File: config.mk
export PLATFORM = sky130hd
export DESIGN_NAME = uart_tx_fifo
export DESIGN_NICKNAME = d
export VERILOG_FILES = /design/src/rtl/uart_tx_fifo.sv
export SDC_FILE = /design/constraint.sdc
export NUM_CORES = 1
export LEC_CHECK = 0
export ABC_AREA = 1
export CORE_MARGIN = 2
export CORE_UTILIZATION = 35
export CTS_CLUSTER_SIZE = 25
export DETAILED_ROUTE_END_ITERATION = 10
export SYNTH_ARGS = -nofsm -noshare
export SYNTH_HDL_FRONTEND = slang
export SYNTH_SLANG_ARGS = --single-unit
File: constraint.sdc
create_clock -name clk_i -period 10.4 [get_ports clk_i]
set_input_delay 1.56 -clock clk_i [delete_from_list [all_inputs] [get_ports clk_i]]
set_output_delay 1.56 -clock clk_i [all_outputs]
set_load 0.01 [all_outputs]
File: src/rtl/uart_tx_fifo.sv
// uart_tx_fifo: buffered UART transmitter, LSB first, with runtime-selectable
// baud divisor, parity and stop-bit count. Each frame uses the configuration
// that was present when its word left the FIFO.
//
//   state    | meaning
//   ---------+---------------------------------------------------------
//   S_IDLE   | line high, waiting for a word in the FIFO
//   S_START  | start bit (low) for one bit time
//   S_DATA   | DATA_W data bits, LSB first
//   S_PARITY | optional parity bit (odd/even)
//   S_STOP   | one or two stop bits (high); may chain into the next frame
module uart_tx_fifo #(
   parameter int DATA_W     = 8,
   parameter int FIFO_DEPTH = 16,
   parameter int DIV_W      = 16
) (
   input  logic                          clk_i,
   input  logic                          rst_i,
   input  logic [DIV_W-1:0]              baud_div_i,
   input  logic [1:0]                    par_mode_i,
   input  logic                          stop2_i,
   input  logic [DATA_W-1:0]             din_i,
   input  logic                          din_vld_i,
   output logic                          din_rdy_o,
   output logic [$clog2(FIFO_DEPTH):0]   fifo_level_o,
   output logic                          tx_dout_o,
   output logic                          tx_busy_o
);

   localparam int AW    = $clog2(FIFO_DEPTH);
   localparam int LW    = AW + 1;
   localparam int BIT_W = $clog2(DATA_W);
   localparam logic [LW-1:0]    FULL     = LW'(FIFO_DEPTH);
   localparam logic [BIT_W-1:0] LAST_BIT = BIT_W'(DATA_W - 1);

   typedef enum logic [2:0] {
      S_IDLE,
      S_START,
      S_DATA,
      S_PARITY,
      S_STOP
   } state_t;

   logic [DATA_W-1:0] mem_q [FIFO_DEPTH];
   logic [AW-1:0]     wr_ptr_q, rd_ptr_q;
   logic [LW-1:0]     level_q, level_d;
   logic              push, pop, fifo_nempty;
   logic [DATA_W-1:0] head;

   state_t            state_q, state_d;
   logic [DIV_W-1:0]  cnt_q, cnt_d;
   logic [DIV_W-1:0]  div_q, div_d;
   logic [BIT_W-1:0]  bit_q, bit_d;
   logic [DATA_W-1:0] shreg_q, shreg_d;
   logic              par_en_q, par_en_d;
   logic              par_bit_q, par_bit_d;
   logic              stop2_q, stop2_d;
   logic              tx_q, tx_d;
   logic              bit_end, load;
   logic [DIV_W-1:0]  div_eff;

   assign din_rdy_o    = (level_q != FULL);
   assign push         = din_vld_i & din_rdy_o;
   assign pop          = load;
   assign fifo_nempty  = (level_q != '0);
   assign head         = mem_q[rd_ptr_q];
   assign div_eff      = (baud_div_i < DIV_W'(2)) ? DIV_W'(2) : baud_div_i;

   assign fifo_level_o = level_q;
   assign tx_dout_o    = tx_q;
   assign tx_busy_o    = (state_q != S_IDLE) | fifo_nempty;

   // FIFO storage; contents need no reset because level gates every read
   always_ff @(posedge clk_i) begin
      if (push) begin
         mem_q[wr_ptr_q] <= din_i;
      end
   end

   // Occupancy follows push/pop; simultaneous push and pop cancel out
   always_comb begin
      level_d = level_q;
      case ({push, pop})
         2'b10:   level_d = level_q + LW'(1);
         2'b01:   level_d = level_q - LW'(1);
         default: level_d = level_q;
      endcase
   end

   // FIFO pointers and level; pointers wrap naturally at the power-of-2 depth
   always_ff @(posedge clk_i) begin
      if (rst_i) begin
         wr_ptr_q <= '0;
         rd_ptr_q <= '0;
         level_q  <= '0;
      end else begin
         if (push) wr_ptr_q <= wr_ptr_q + AW'(1);
         if (pop)  rd_ptr_q <= rd_ptr_q + AW'(1);
         level_q <= level_d;
      end
   end

   // Next-state, bit timing and registered line value for the frame FSM
   always_comb begin
      state_d   = state_q;
      cnt_d     = cnt_q;
      div_d     = div_q;
      bit_d     = bit_q;
      shreg_d   = shreg_q;
      par_en_d  = par_en_q;
      par_bit_d = par_bit_q;
      stop2_d   = stop2_q;
      tx_d      = tx_q;
      load      = 1'b0;
      bit_end   = (cnt_q == div_q - DIV_W'(1));

      if (state_q != S_IDLE) begin
         cnt_d = bit_end ? '0 : cnt_q + DIV_W'(1);
      end

      case (state_q)
         S_IDLE: begin
            tx_d = 1'b1;
            load = fifo_nempty;
         end
         S_START: begin
            if (bit_end) begin
               state_d = S_DATA;
               bit_d   = '0;
               tx_d    = shreg_q[0];
            end
         end
         S_DATA: begin
            if (bit_end) begin
               if (bit_q == LAST_BIT) begin
                  bit_d = '0;
                  if (par_en_q) begin
                     state_d = S_PARITY;
                     tx_d    = par_bit_q;
                  end else begin
                     state_d = S_STOP;
                     tx_d    = 1'b1;
                  end
               end else begin
                  bit_d   = bit_q + BIT_W'(1);
                  shreg_d = shreg_q >> 1;
                  tx_d    = shreg_q[1];
               end
            end
         end
         S_PARITY: begin
            if (bit_end) begin
               state_d = S_STOP;
               bit_d   = '0;
               tx_d    = 1'b1;
            end
         end
         S_STOP: begin
            if (bit_end) begin
               if (stop2_q && (bit_q == '0)) begin
                  bit_d = BIT_W'(1);
                  tx_d  = 1'b1;
               end else if (fifo_nempty) begin
                  load = 1'b1;
               end else begin
                  state_d = S_IDLE;
                  tx_d    = 1'b1;
               end
            end
         end
         default: begin
            state_d = S_IDLE;
            tx_d    = 1'b1;
         end
      endcase

      // Popping a word snapshots the configuration for the whole frame
      if (load) begin
         state_d   = S_START;
         cnt_d     = '0;
         bit_d     = '0;
         shreg_d   = head;
         div_d     = div_eff;
         par_en_d  = (par_mode_i == 2'd1) || (par_mode_i == 2'd2);
         par_bit_d = (par_mode_i == 2'd1) ? ~^head : ^head;
         stop2_d   = stop2_i;
         tx_d      = 1'b0;
      end
   end

   // FSM and datapath registers; reset aborts any frame and drives the line high
   always_ff @(posedge clk_i) begin
      if (rst_i) begin
         state_q   <= S_IDLE;
         cnt_q     <= '0;
         div_q     <= DIV_W'(2);
         bit_q     <= '0;
         shreg_q   <= '0;
         par_en_q  <= 1'b0;
         par_bit_q <= 1'b0;
         stop2_q   <= 1'b0;
         tx_q      <= 1'b1;
      end else begin
         state_q   <= state_d;
         cnt_q     <= cnt_d;
         div_q     <= div_d;
         bit_q     <= bit_d;
         shreg_q   <= shreg_d;
         par_en_q  <= par_en_d;
         par_bit_q <= par_bit_d;
         stop2_q   <= stop2_d;
         tx_q      <= tx_d;
      end
   end

endmodule

==> insert_results.sql <==
INSERT INTO impl_metrics (metric_group, metric, value, unit) VALUES
('global_routing', 'grt_antenna_before_repair', '0', ''),
('floorplanning', 'die_area', '28040', 'µm²'),
('cts', 'max-clock-path-buffers', '2', ''),
('timing', 'hold_viol', '0', ''),
('timing', 'final-setup-viol-count', '0', ''),
('cts', 'root_buffer', 'sky130_fd_sc_hd__clkbuf_16', ''),
('floorplanning', 'floorplan.io_pins', '38', ''),
('worst_setup_path', 'max_stage_delay', '530', 'ps'),
('pwr', 'p_leak', '0.004438', 'µW'),
('finish', 'areaGrowthSynthToFinish', '13.45', '%'),
('route', 'final_antenna_net_count', '0', ''),
('timing', 'timing.final.max_slew_violations', '0', ''),
('cts', 'cts.repair.resized', '0', ''),
('route', 'totalWireLength', '21.22', 'mm'),
('timing', 'grt_setup_unrepaired', 'no', ''),
('timing', 'clock-skew-final', '12.54', 'ps'),
('route', 'detailroute.via_count', '6911', ''),
('pwr', 'ratio_of_total_power_to_cell_area', '249.5', 'nW/µm²'),
('route', 'iteration_0_drc_count_of_the_detailed_router', '440', ''),
('synthesis', 'synth_top_cells_by_count', 'sky130_fd_sc_hd__nand2_1 (325), sky130_fd_sc_hd__edfxtp_1 (128), sky130_fd_sc_hd__inv_1 (122)', ''),
('synthesis', 'synth_seq_area_share', '55.45', '%'),
('job', 'maxCapViolCount', '0', ''),
('synthesis', 'yosysUniqueCellTypes', '42', ''),
('route', 'detail_route.first_pass.iterations', '8', ''),
('floorplanning', 'fp.dieH', '167.5', 'µm'),
('synthesis', 'postSynthNetCount', '1124', ''),
('floorplanning', 'die_w', '167.5', 'µm'),
('run_status', 'run_status', 'finished, violations left', ''),
('synthesis', 'syn_area', '9351', 'µm²'),
('finish', 'drive_gt1_share', '6.958', '%'),
('synthesis', 'synthDominantAreaCellType', 'sky130_fd_sc_hd__edfxtp_1', ''),
('placed_design', 'hpwlAfterDp', '13.78', 'mm'),
('finish', 'post_route_cell_area', '10610', 'µm²'),
('synthesis', 'yosys_register_bits', '195', ''),
('global_routing', 'globalRoute.totalOverflow', '0', ''),
('cts', 'cts_max_level', '4', ''),
('synthesis', 'yosysMostFrequentCell', 'sky130_fd_sc_hd__nand2_1', ''),
('worst_setup_path', 'path_class', 'register to primary output', ''),
('route', 'detail_route.vias_per_cell', '4.747', ''),
('floorplanning', 'placement_rows', '59', ''),
('placed_design', 'io_buffers', '37', ''),
('pwr', 'vdd_ir_drop_max', '0.1309', 'mV'),
('cts', 'clock_sinks', '195', ''),
('finish', 'fin_nets', '1153', ''),
('worst_setup_path', 'worst_ep_arrival_time', '3510', 'ps'),
('floorplanning', 'start_util', '35.78', '%'),
('route', 'remaining_design_rule_violation_count', '1', ''),
('global_routing', 'grt_first_pass_wirelength', '34.80', 'mm'),
('route', 'avgRoutedWirePerCell', '14.57', 'µm'),
('run_status', 'violations', 'design-rule violations', ''),
('cts', 'number_of_buffers_inserted_during_clock_tree_synthesis', '17', ''),
('cts', 'post_cts_hold_buffers', '0', ''),
('synthesis', 'synth-async-reset-ratio', '0', '%'),
('floorplanning', 'core_region_area', '26130', 'µm²'),
('finish', 'final_util', '40.60', '%'),
('cts', 'worst_skew_pair_latency', '440', 'ps'),
('placed_design', 'gp_congestion', '0.8023', ''),
('worst_setup_path', 'worstSetupEndpointType', 'primary output', ''),
('synthesis', 'syn_inst', '1079', ''),
('worst_hold_path', 'min-delay-path-class', 'register to register', ''),
('global_routing', 'grt_max_degree', '59', ''),
('synthesis', 'synth.top_cells.by_area', 'sky130_fd_sc_hd__edfxtp_1 (41%), sky130_fd_sc_hd__dfxtp_1 (14%), sky130_fd_sc_hd__nand2_1 (13%), sky130_fd_sc_hd__nand3_1 (6.1%), sky130_fd_sc_hd__inv_1 (4.9%)', ''),
('timing', 'slew_headroom', '27.26', '%'),
('worst_setup_path', 'cp_slowest_cell', 'sky130_fd_sc_hd__clkdlybuf4s50_1', ''),
('placed_design', 'post_dp_cell_area', '9983', 'µm²'),
('worst_setup_path', 'critical_path_required', '8840', 'ps'),
('synthesis', 'synthFlopType', 'sky130_fd_sc_hd__edfxtp_1', ''),
('worst_setup_path', 'start_kind', 'register', ''),
('timing', 'crit_share_post_route', '48.79', '%'),
('timing', 'max_slew.worst_pin.slew', '1087', 'ps'),
('timing', 'clock.fmax', '197.1', 'MHz');
-- cell usage in the layout, fill, tap and decap left out, drive strengths merged, types with 15 or more instances in the layout --
master,Yosys,routed
a21oi,25,25
clkbuf,14,18
clkdlybuf4s50,0,37
dfxtp,67,67
edfxtp,128,128
ha,15,15
inv,127,134
nand2,331,331
nand3,118,118
nor2,125,125
nor3,15,15
o21ai,32,32
xor2,21,21
-- final timing paths --
kind                                       end  slack [ps]                    from  cells past startpoint
setup / recovery                     tx_busy_o        5330   div_q[0]$_SDFFE_PP0P_                     13
hold / removal          div_q[15]$_SDFFE_PP0P_         460  div_q[15]$_SDFFE_PP0P_                      2
setup reg to reg  fifo_level_o[4]$_SDFFE_PP0P_        6500   div_q[0]$_SDFFE_PP0P_                     22
hold reg to reg         div_q[15]$_SDFFE_PP0P_         460  div_q[15]$_SDFFE_PP0P_                      2
-- state kept, by name (all words and copies together) (netlist names), 4 cells and up, named ones only --
register and count:
fifo_level_o 5, shreg_q 8, mem_q 128, cnt_q 16, div_q 16, wr_ptr_q 4, rd_ptr_q 4
-- power breakdown --
part,internal (µW),switching (µW),leakage (µW),total [µW]
Combinational,332,658,0.00243,990
Sequential,911,65.7,0.00171,977
Clock,342,338,0.000301,680
-- through the flow --
stage / std cells / setup slack (ps)
2_1_floorplan: 1079 / 6861
3_3_place_gp: 1424 / 5876
3_5_place_dp: 1424 / 5774
4_1_cts: 1456 / 5292
5_1_grt: 1456 / 5046
6_report: 1456 / 5325
-- layer usage --
layer	GRT usage (%)	wire, µm
met1	21.34	10280
met2	26.03	9957
met3	2.387	731
met4	4.877	252
met5	0	0
-- layout make-up --
class                      instances  area [µm²]
clock inverter                    14       175.2
fill                            2639       15520
inverter                         127       476.7
multi-input combinational        723        3478
clock buffer                      18       450.4
sequential                       195        5186
timing repair buffer              44       422.9
tap                              335       419.2
-- worst max-delay path, delay by kind of cell (launching register included) --
kind	cells	cell delay, ps
DFF	1	310
and+or+nand+nor	8	1480
xor gates and xnor gates	1	140
adders and majority gates	1	230
buffers and inverters	3	900
-- cell families (layout without fill, tap and decap cells) --
group           after synthesis  in the layout  synth area share, %
simple gates                609            609                28.23
flops                       195            195                55.45
buf+inv                     161            203                7.359
compound gates               67             67                3.961
xor+xnor                     32             32                2.997
fa+ha+maj                    15             15                2.007
Power figures use the tool's default switching activity.
